**src/rtl/aclock_set_ctrl_if.sv**
```systemverilog
// Bundle between the setting controller, the button front end and the alarm-clock core.
// The controller uses the slave side; the driver of buttons and core values uses the master side.
interface aclock_set_ctrl_if;
  logic       tick_1s;
  logic       mode_btn;
  logic       inc_btn;
  logic       cancel_btn;
  logic       target_sel;
  logic [1:0] cur_h1;
  logic [3:0] cur_h0;
  logic [3:0] cur_m1;
  logic [3:0] cur_m0;
  logic [1:0] H_in1;
  logic [3:0] H_in0;
  logic [3:0] M_in1;
  logic [3:0] M_in0;
  logic       LD_time;
  logic       LD_alarm;
  logic       set_active;
  logic [1:0] edit_field;

  modport slave (
    input  tick_1s, mode_btn, inc_btn, cancel_btn, target_sel,
    input  cur_h1, cur_h0, cur_m1, cur_m0,
    output H_in1, H_in0, M_in1, M_in0, LD_time, LD_alarm, set_active, edit_field
  );

  modport master (
    output tick_1s, mode_btn, inc_btn, cancel_btn, target_sel,
    output cur_h1, cur_h0, cur_m1, cur_m0,
    input  H_in1, H_in0, M_in1, M_in0, LD_time, LD_alarm, set_active, edit_field
  );
endinterface

```
**src/rtl/aclock_set_ctrl.sv**
```systemverilog
// Push-button time/alarm setting controller: BCD edit registers, auto-repeat, edit timeout,
// and a load request held across exactly one core 1 Hz sampling edge.
module aclock_set_ctrl #(
  parameter int REPEAT_DLY  = 16,
  parameter int REPEAT_RATE = 4,
  parameter int TIMEOUT_S   = 30
) (
  input  logic             clk,
  input  logic             reset,
  aclock_set_ctrl_if.slave bus
);
  localparam int RW = $clog2(REPEAT_DLY + 1);
  localparam int TW = $clog2(TIMEOUT_S + 1);

  localparam logic [1:0] IDLE   = 2'd0;
  localparam logic [1:0] EDIT_H = 2'd1;
  localparam logic [1:0] EDIT_M = 2'd2;
  localparam logic [1:0] LOAD   = 2'd3;

  localparam logic [RW-1:0] RPT_FIRE   = RW'(REPEAT_DLY - 1);
  localparam logic [RW-1:0] RPT_RELOAD = RW'(REPEAT_DLY - REPEAT_RATE);
  localparam logic [TW-1:0] TMO_MAX    = TW'(TIMEOUT_S);

  logic [1:0]    state_q, state_d;
  logic          target_q, target_d;
  logic [2:0]    btn_hist_q;
  logic [2:0]    btn_lvl, btn_edge;
  logic [1:0]    h1_q, h1_d, sh_h1_q, sh_h1_d;
  logic [3:0]    h0_q, h0_d, sh_h0_q, sh_h0_d;
  logic [3:0]    m1_q, m1_d, sh_m1_q, sh_m1_d;
  logic [3:0]    m0_q, m0_d, sh_m0_q, sh_m0_d;
  logic [RW-1:0] rpt_q, rpt_d;
  logic [TW-1:0] tmo_q, tmo_d;
  logic          ld_time_q, ld_time_d, ld_alarm_q, ld_alarm_d;
  logic          mode_edge, inc_edge, cancel_edge, any_edge, bump;

  // Bit order {cancel, inc, mode}; history resets high so a held button needs a fresh press.
  assign btn_lvl = {bus.cancel_btn, bus.inc_btn, bus.mode_btn};
  for (genvar gi = 0; gi < 3; gi++) begin : g_edge
    assign btn_edge[gi] = btn_lvl[gi] & ~btn_hist_q[gi];
  end
  assign mode_edge   = btn_edge[0];
  assign inc_edge    = btn_edge[1];
  assign cancel_edge = btn_edge[2];
  assign any_edge    = |btn_edge;

  always_comb begin
    state_d    = state_q;
    target_d   = target_q;
    h1_d       = h1_q;
    h0_d       = h0_q;
    m1_d       = m1_q;
    m0_d       = m0_q;
    sh_h1_d    = sh_h1_q;
    sh_h0_d    = sh_h0_q;
    sh_m1_d    = sh_m1_q;
    sh_m0_d    = sh_m0_q;
    rpt_d      = '0;
    tmo_d      = '0;
    ld_time_d  = ld_time_q;
    ld_alarm_d = ld_alarm_q;
    bump       = 1'b0;
    case (state_q)
      IDLE: begin
        if (mode_edge) begin
          target_d = bus.target_sel;
          if (bus.target_sel) begin
            {h1_d, h0_d, m1_d, m0_d} = {sh_h1_q, sh_h0_q, sh_m1_q, sh_m0_q};
          end else begin
            {h1_d, h0_d, m1_d, m0_d} = {bus.cur_h1, bus.cur_h0, bus.cur_m1, bus.cur_m0};
          end
          state_d = EDIT_H;
        end
      end
      EDIT_H, EDIT_M: begin
        if (any_edge)
          tmo_d = '0;
        else if (bus.tick_1s && tmo_q != TMO_MAX)
          tmo_d = tmo_q + TW'(1);
        else
          tmo_d = tmo_q;
        // rpt_q counts cycles inc has been held; the press cycle itself is the first.
        if (inc_edge)
          rpt_d = RW'(1);
        else if (bus.inc_btn)
          rpt_d = (rpt_q == RPT_FIRE) ? RPT_RELOAD : rpt_q + RW'(1);
        if (cancel_edge)
          state_d = IDLE;
        else if (mode_edge)
          state_d = (state_q == EDIT_H) ? EDIT_M : LOAD;
        else if (tmo_q == TMO_MAX)
          state_d = IDLE;
        else
          bump = inc_edge || (bus.inc_btn && rpt_q == RPT_FIRE);
        if (state_d != state_q) begin
          rpt_d = '0;
          tmo_d = '0;
        end
      end
      LOAD: begin
        if (!ld_time_q && !ld_alarm_q) begin
          ld_time_d  = ~target_q;
          ld_alarm_d = target_q;
        end else if (bus.tick_1s) begin
          ld_time_d  = 1'b0;
          ld_alarm_d = 1'b0;
          state_d    = IDLE;
          if (target_q)
            {sh_h1_d, sh_h0_d, sh_m1_d, sh_m0_d} = {h1_q, h0_q, m1_q, m0_q};
        end
      end
      default: state_d = IDLE;
    endcase

    if (bump && state_q == EDIT_H) begin
      if (h1_q == 2'd2 && h0_q == 4'd3) begin
        h1_d = 2'd0;
        h0_d = 4'd0;
      end else if (h0_q == 4'd9) begin
        h1_d = h1_q + 2'd1;
        h0_d = 4'd0;
      end else begin
        h0_d = h0_q + 4'd1;
      end
    end else if (bump && state_q == EDIT_M) begin
      if (m1_q == 4'd5 && m0_q == 4'd9) begin
        m1_d = 4'd0;
        m0_d = 4'd0;
      end else if (m0_q == 4'd9) begin
        m1_d = m1_q + 4'd1;
        m0_d = 4'd0;
      end else begin
        m0_d = m0_q + 4'd1;
      end
    end
  end

  always_ff @(posedge clk or negedge reset) begin
    if (!reset) begin
      state_q    <= IDLE;
      target_q   <= 1'b0;
      btn_hist_q <= 3'b111;
      {h1_q, h0_q, m1_q, m0_q}         <= '0;
      {sh_h1_q, sh_h0_q, sh_m1_q, sh_m0_q} <= '0;
      rpt_q      <= '0;
      tmo_q      <= '0;
      ld_time_q  <= 1'b0;
      ld_alarm_q <= 1'b0;
    end else begin
      state_q    <= state_d;
      target_q   <= target_d;
      btn_hist_q <= btn_lvl;
      {h1_q, h0_q, m1_q, m0_q}         <= {h1_d, h0_d, m1_d, m0_d};
      {sh_h1_q, sh_h0_q, sh_m1_q, sh_m0_q} <= {sh_h1_d, sh_h0_d, sh_m1_d, sh_m0_d};
      rpt_q      <= rpt_d;
      tmo_q      <= tmo_d;
      ld_time_q  <= ld_time_d;
      ld_alarm_q <= ld_alarm_d;
    end
  end

  assign bus.H_in1      = h1_q;
  assign bus.H_in0      = h0_q;
  assign bus.M_in1      = m1_q;
  assign bus.M_in0      = m0_q;
  assign bus.LD_time    = ld_time_q;
  assign bus.LD_alarm   = ld_alarm_q;
  assign bus.set_active = (state_q != IDLE);
  assign bus.edit_field = (state_q == EDIT_H) ? 2'd1 :
                          (state_q == EDIT_M) ? 2'd2 : 2'd0;
endmodule

```
**src/flat_wrapper.sv**
```systemverilog
// flat-port wrapper written by rule: the top's interface ports become plain ports
module aclock_set_ctrl_flat 
#(
  parameter int REPEAT_DLY  = 16,
  parameter int REPEAT_RATE = 4,
  parameter int TIMEOUT_S   = 30
)
  (clk, reset, bus_tick_1s, bus_mode_btn, bus_inc_btn, bus_cancel_btn, bus_target_sel, bus_cur_h1, bus_cur_h0, bus_cur_m1, bus_cur_m0, bus_H_in1, bus_H_in0, bus_M_in1, bus_M_in0, bus_LD_time, bus_LD_alarm, bus_set_active, bus_edit_field);
  aclock_set_ctrl_if bus_i ();
  input  logic clk;
  input  logic reset;
  input wire logic [$bits(bus_i.tick_1s)-1:0] bus_tick_1s;
  input wire logic [$bits(bus_i.mode_btn)-1:0] bus_mode_btn;
  input wire logic [$bits(bus_i.inc_btn)-1:0] bus_inc_btn;
  input wire logic [$bits(bus_i.cancel_btn)-1:0] bus_cancel_btn;
  input wire logic [$bits(bus_i.target_sel)-1:0] bus_target_sel;
  input wire logic [$bits(bus_i.cur_h1)-1:0] bus_cur_h1;
  input wire logic [$bits(bus_i.cur_h0)-1:0] bus_cur_h0;
  input wire logic [$bits(bus_i.cur_m1)-1:0] bus_cur_m1;
  input wire logic [$bits(bus_i.cur_m0)-1:0] bus_cur_m0;
  output wire logic [$bits(bus_i.H_in1)-1:0] bus_H_in1;
  output wire logic [$bits(bus_i.H_in0)-1:0] bus_H_in0;
  output wire logic [$bits(bus_i.M_in1)-1:0] bus_M_in1;
  output wire logic [$bits(bus_i.M_in0)-1:0] bus_M_in0;
  output wire logic [$bits(bus_i.LD_time)-1:0] bus_LD_time;
  output wire logic [$bits(bus_i.LD_alarm)-1:0] bus_LD_alarm;
  output wire logic [$bits(bus_i.set_active)-1:0] bus_set_active;
  output wire logic [$bits(bus_i.edit_field)-1:0] bus_edit_field;
  assign bus_i.tick_1s = bus_tick_1s;
  assign bus_i.mode_btn = bus_mode_btn;
  assign bus_i.inc_btn = bus_inc_btn;
  assign bus_i.cancel_btn = bus_cancel_btn;
  assign bus_i.target_sel = bus_target_sel;
  assign bus_i.cur_h1 = bus_cur_h1;
  assign bus_i.cur_h0 = bus_cur_h0;
  assign bus_i.cur_m1 = bus_cur_m1;
  assign bus_i.cur_m0 = bus_cur_m0;
  assign bus_H_in1 = bus_i.H_in1;
  assign bus_H_in0 = bus_i.H_in0;
  assign bus_M_in1 = bus_i.M_in1;
  assign bus_M_in0 = bus_i.M_in0;
  assign bus_LD_time = bus_i.LD_time;
  assign bus_LD_alarm = bus_i.LD_alarm;
  assign bus_set_active = bus_i.set_active;
  assign bus_edit_field = bus_i.edit_field;
  aclock_set_ctrl #(.REPEAT_DLY(REPEAT_DLY), .REPEAT_RATE(REPEAT_RATE), .TIMEOUT_S(TIMEOUT_S)) u_core (.clk(clk), .reset(reset), .bus(bus_i));
endmodule
```
**config.mk**
```make
export PLATFORM = sky130hd
export DESIGN_NAME = aclock_set_ctrl_flat
export DESIGN_NICKNAME = d
export VERILOG_FILES = /design/src/rtl/aclock_set_ctrl_if.sv /design/src/rtl/aclock_set_ctrl.sv /design/src/flat_wrapper.sv
export SDC_FILE = /design/constraint.sdc
export NUM_CORES = 1
export LEC_CHECK = 0
export ABC_AREA = 1
export CORE_ASPECT_RATIO = 0.7
export CORE_MARGIN = 2
export CORE_UTILIZATION = 50
export CTS_CLUSTER_DIAMETER = 150
export DETAILED_ROUTE_END_ITERATION = 8
export MAX_ROUTING_LAYER = met4
export PLACE_DENSITY_LB_ADDON = 0.25
export SLEW_MARGIN = 20
export SYNTH_ARGS = -nofsm -noshare
export SYNTH_HDL_FRONTEND = slang
export SYNTH_SLANG_ARGS = --single-unit
```
**constraint.sdc**
```tcl
create_clock -name clk -period 1.5 [get_ports clk]
set_input_delay 0.45 -clock clk [delete_from_list [all_inputs] [get_ports clk]]
set_output_delay 0.45 -clock clk [all_outputs]
set_load 0.01 [all_outputs]
```
==> qor.yml <==
sta:
  hold-worst-slack_ns: 0.0418
  hold_viol_final: 0
  slew_viol_final: 0
  clock_skew_ns: 0.0108
  worst_slew_pin_slew_ns: 0.377
  rsz0062_at_grt: "yes"
  slew_headroom_pct: 74.9
  fin_tns_setup_ns: -2.40
  fin_ws_ns: -0.154
  max_freq_ghz: 0.605
  setup_viol: 28
  timing.final.crit_share_pct: 110
  finalCriticalPeriod_ns: 1.65
layout:
  fillers: 440
  nets: 504
  diodes: 0
  area_growth_pct: 41.8
  drive_above_1_share_pct: 33.4
  multiInputGateArea_sq_um: 1760
  regArea_sq_um: 1150
global_routing:
  grt_pass1_vias: 2528
  grt_first_pass_wirelength_um: 12300
  grt_max_degree: 34
  grt_overflow: 0
  grt_usage_pct: 25.8
  grt_antenna_before_repair: 0
clock_tree:
  numCtsBuffers: 5
  clock-sinks: 46
  clock_path_buffers: 2
  cts_root_buf: "clkbuf_8"
  clkTransAtPathRegs_ns: 0.10
  clk_latency_ns: 0.31
  htree_levels: 2
  cts_tree: "built"
synth:
  syn_inst: 373
  yosysSeqAreaShare_pct: 39.6
  ys_ff_latch: 46
  ys.warnings.count: 0
  netlist.area_leader.share_pct: 36.9
  yosysTopAreaCell: "dfrtp_1"
  synth_area_leaders: "dfrtp_1 37%, nand2_1 15%, nand3_1 6.3%"
  syn_nets: 408
  synthesis.area_sq_um: 2920
  syn_area_per_cell_sq_um: 7.83
  ys_types: 34
placement:
  hpwl_um: 5170
  place_congestion: 0.908
  pre_cts_slack_ns: -0.398
  io_buffers: 39
critical_path:
  start_kind: "register"
  crit_fanout: 4
  cp.required_ns: 1.70
  crit_type: "register to register"
  cp_data_arrival_time_ns: 1.86
  endpoint_kind: "register"
power_and_ir_drop:
  leakage_nw: 2.05
  vdd_ir_drop_max_mv: 0.842
  p_per_area_nw_per_um2: 1620
floorplan:
  dieArea_sq_um: 6470
  num_rows: 23
  die_h_um: 67.9
  initial_core_util_pct: 51.5
  fp.coreArea_sq_um: 5670
  die_x_um: 95.3
  ios: 40
run_status:
  status: "finished, violations left"
  violations: "negative setup slack"
detailed_routing:
  wl_um: 7790
  dr.first_iter.drc_count: 188
  vias: 2804
  ant_nets: 0
  vias_per_cell: 5.14
  wl_per_cell_um: 14.3
  drc: 0
  firstDrtPassIters: 4
min_path:
  hold_path_class: "primary input to async pin"
job:
  max-cap-violations: 0
[synthesized netlist by cell type (all sizes together)]
library cell,count
nand2,125
inv,44
dfrtp,43
nand3,43
o21ai,43
nor2,16
ha,14
nor3,12
buf,7
nand4,5
a21oi,4
clkinv,4
dfstp,3
xor2,3
o22ai,2
or2,2
xnor2,2
o211ai,1
[repair_timing]
action                                  4_1_cts  5_1_grt
endpoints found under the setup margin       44       30
resized for setup                            72       28
hold buffers                                  0        0
buffers inserted                             12        6
pin swaps                                    14       19
gates cloned                                  2        1
[cells by family after synthesis]
kind of cell,Yosys count,share of synthesized area [%]
and+or+nand+nor,203,33.4
adders and majority gates,14,6.00
AOI/OAI and AO/OA,50,10.9
DFF,46,39.6
xor gates and xnor gates,5,1.50
buffers and inverters,55,8.57
[power by group]
part           switching [mW]  internal, mW  leakage [nW]
Sequential              0.260          1.63         0.595
Combinational            2.23          1.82          1.42
Clock                   0.463         0.328        0.0441
Total                    2.95          3.78          2.05
[worst max-delay path: stages (launching register included)]
cell,delay (ns)
dfrtp_1,0.40
inv_2,0.09
buf_6,0.14
ha_4,0.28
nand2_4,0.05
nor2_4,0.16
buf_4,0.14
buf_6,0.09
nand3_4,0.09
nand2_1,0.07
o21ai_1,0.05
[layout make-up]
class                   count  share of cell area, %
multi-input cells         275                   42.6
flip-flops and latches     46                   27.9
repair buffers             93                   20.2
inverters                  48                   4.84
well taps                  75                   2.27
clock buffers               5                   1.66
clock inverters             3                  0.514
[layout by cell type, fill, tap and decap left out, types with 2 or more instances in the layout]
cell type,netlist,routed
nor2_4,2,2
nand2_2,6,8
inv_4,0,2
nand3_2,1,10
inv_1,40,34
inv_2,4,8
buf_6,3,10
ha_1,14,9
nand4_1,5,5
clkinv_4,2,4
nand2_1,117,111
ha_4,0,4
a21oi_2,1,2
clkbuf_8,0,5
nor3_2,2,11
nand2_4,2,7
buf_4,2,44
o21ai_0,19,13
nor2_1,13,13
nand3_1,37,28
dlygate4sd2_1,0,17
a21oi_1,3,2
xnor2_1,2,2
dfrtp_1,43,43
buf_12,0,3
o22ai_1,2,2
dfstp_2,3,3
o21ai_1,8,10
clkdlybuf4s50_1,0,18
o21ai_2,16,19
xor2_1,3,3
nand3_4,5,7
[registers in the layout, summed over array words and instances, names as in the netlist]
name / count
u_core.target_q: 1
u_core.bus.H_in0: 4
u_core.bus.LD_alarm: 1
u_core.bus.LD_time: 1
u_core.state_q: 2
u_core.sh_h1_q: 2
u_core.sh_h0_q: 4
u_core.sh_m1_q: 4
u_core.bus.M_in0: 4
u_core.sh_m0_q: 4
u_core.bus.M_in1: 4
u_core.tmo_q: 5
u_core.bus.H_in1: 2
u_core.rpt_q: 5
u_core.btn_hist_q: 3
[stage by stage]
| step | utilization (%) | area, sq um | std cells | total power [mW] |
|---|---|---|---|---|
| 6_report | 73.0 | 4140 | 545 | 6.72 |
| 5_1_grt | 73.0 | 4140 | 545 | 7.21 |
| 4_1_cts | 70.4 | 3990 | 538 | 6.37 |
| 3_5_place_dp | 64.3 | 3650 | 516 | 5.09 |
| 3_3_place_gp | 64.3 | 3650 | 516 | 4.99 |
| 2_1_floorplan | - | 2920 | 373 | 3.69 |
[worst paths after layout]
path                                    from                   to  slack, ns  cells after the start
min in group clk           u_core.sh_m0_q[2]    u_core.sh_m0_q[2]       0.49                      2
setup reg to reg           u_core.state_q[1]  u_core.bus.M_in0[3]      -0.15                     10
hold reg to reg            u_core.sh_m0_q[2]    u_core.sh_m0_q[2]       0.49                      2
hold / removal                         reset    u_core.state_q[0]       0.04                      1
setup / recovery           u_core.state_q[1]  u_core.bus.M_in0[3]      -0.15                     10
max in group asynchronous              reset    u_core.sh_m0_q[2]       0.95                      2
[per-layer routing]
| metal | part of all wire [%] | GRT usage [%] | vias to the layer above |
|---|---|---|---|
| li1 | - | - | 1399 |
| met1 | 49 | 35.7 | 1336 |
| met2 | 46 | 40.0 | 63 |
| met3 | 4.1 | 3.85 | 6 |
| met4 | 0.96 | 6.88 | 0 |
| met5 | 0 | - | - |
Power figures use the tool's default switching activity.
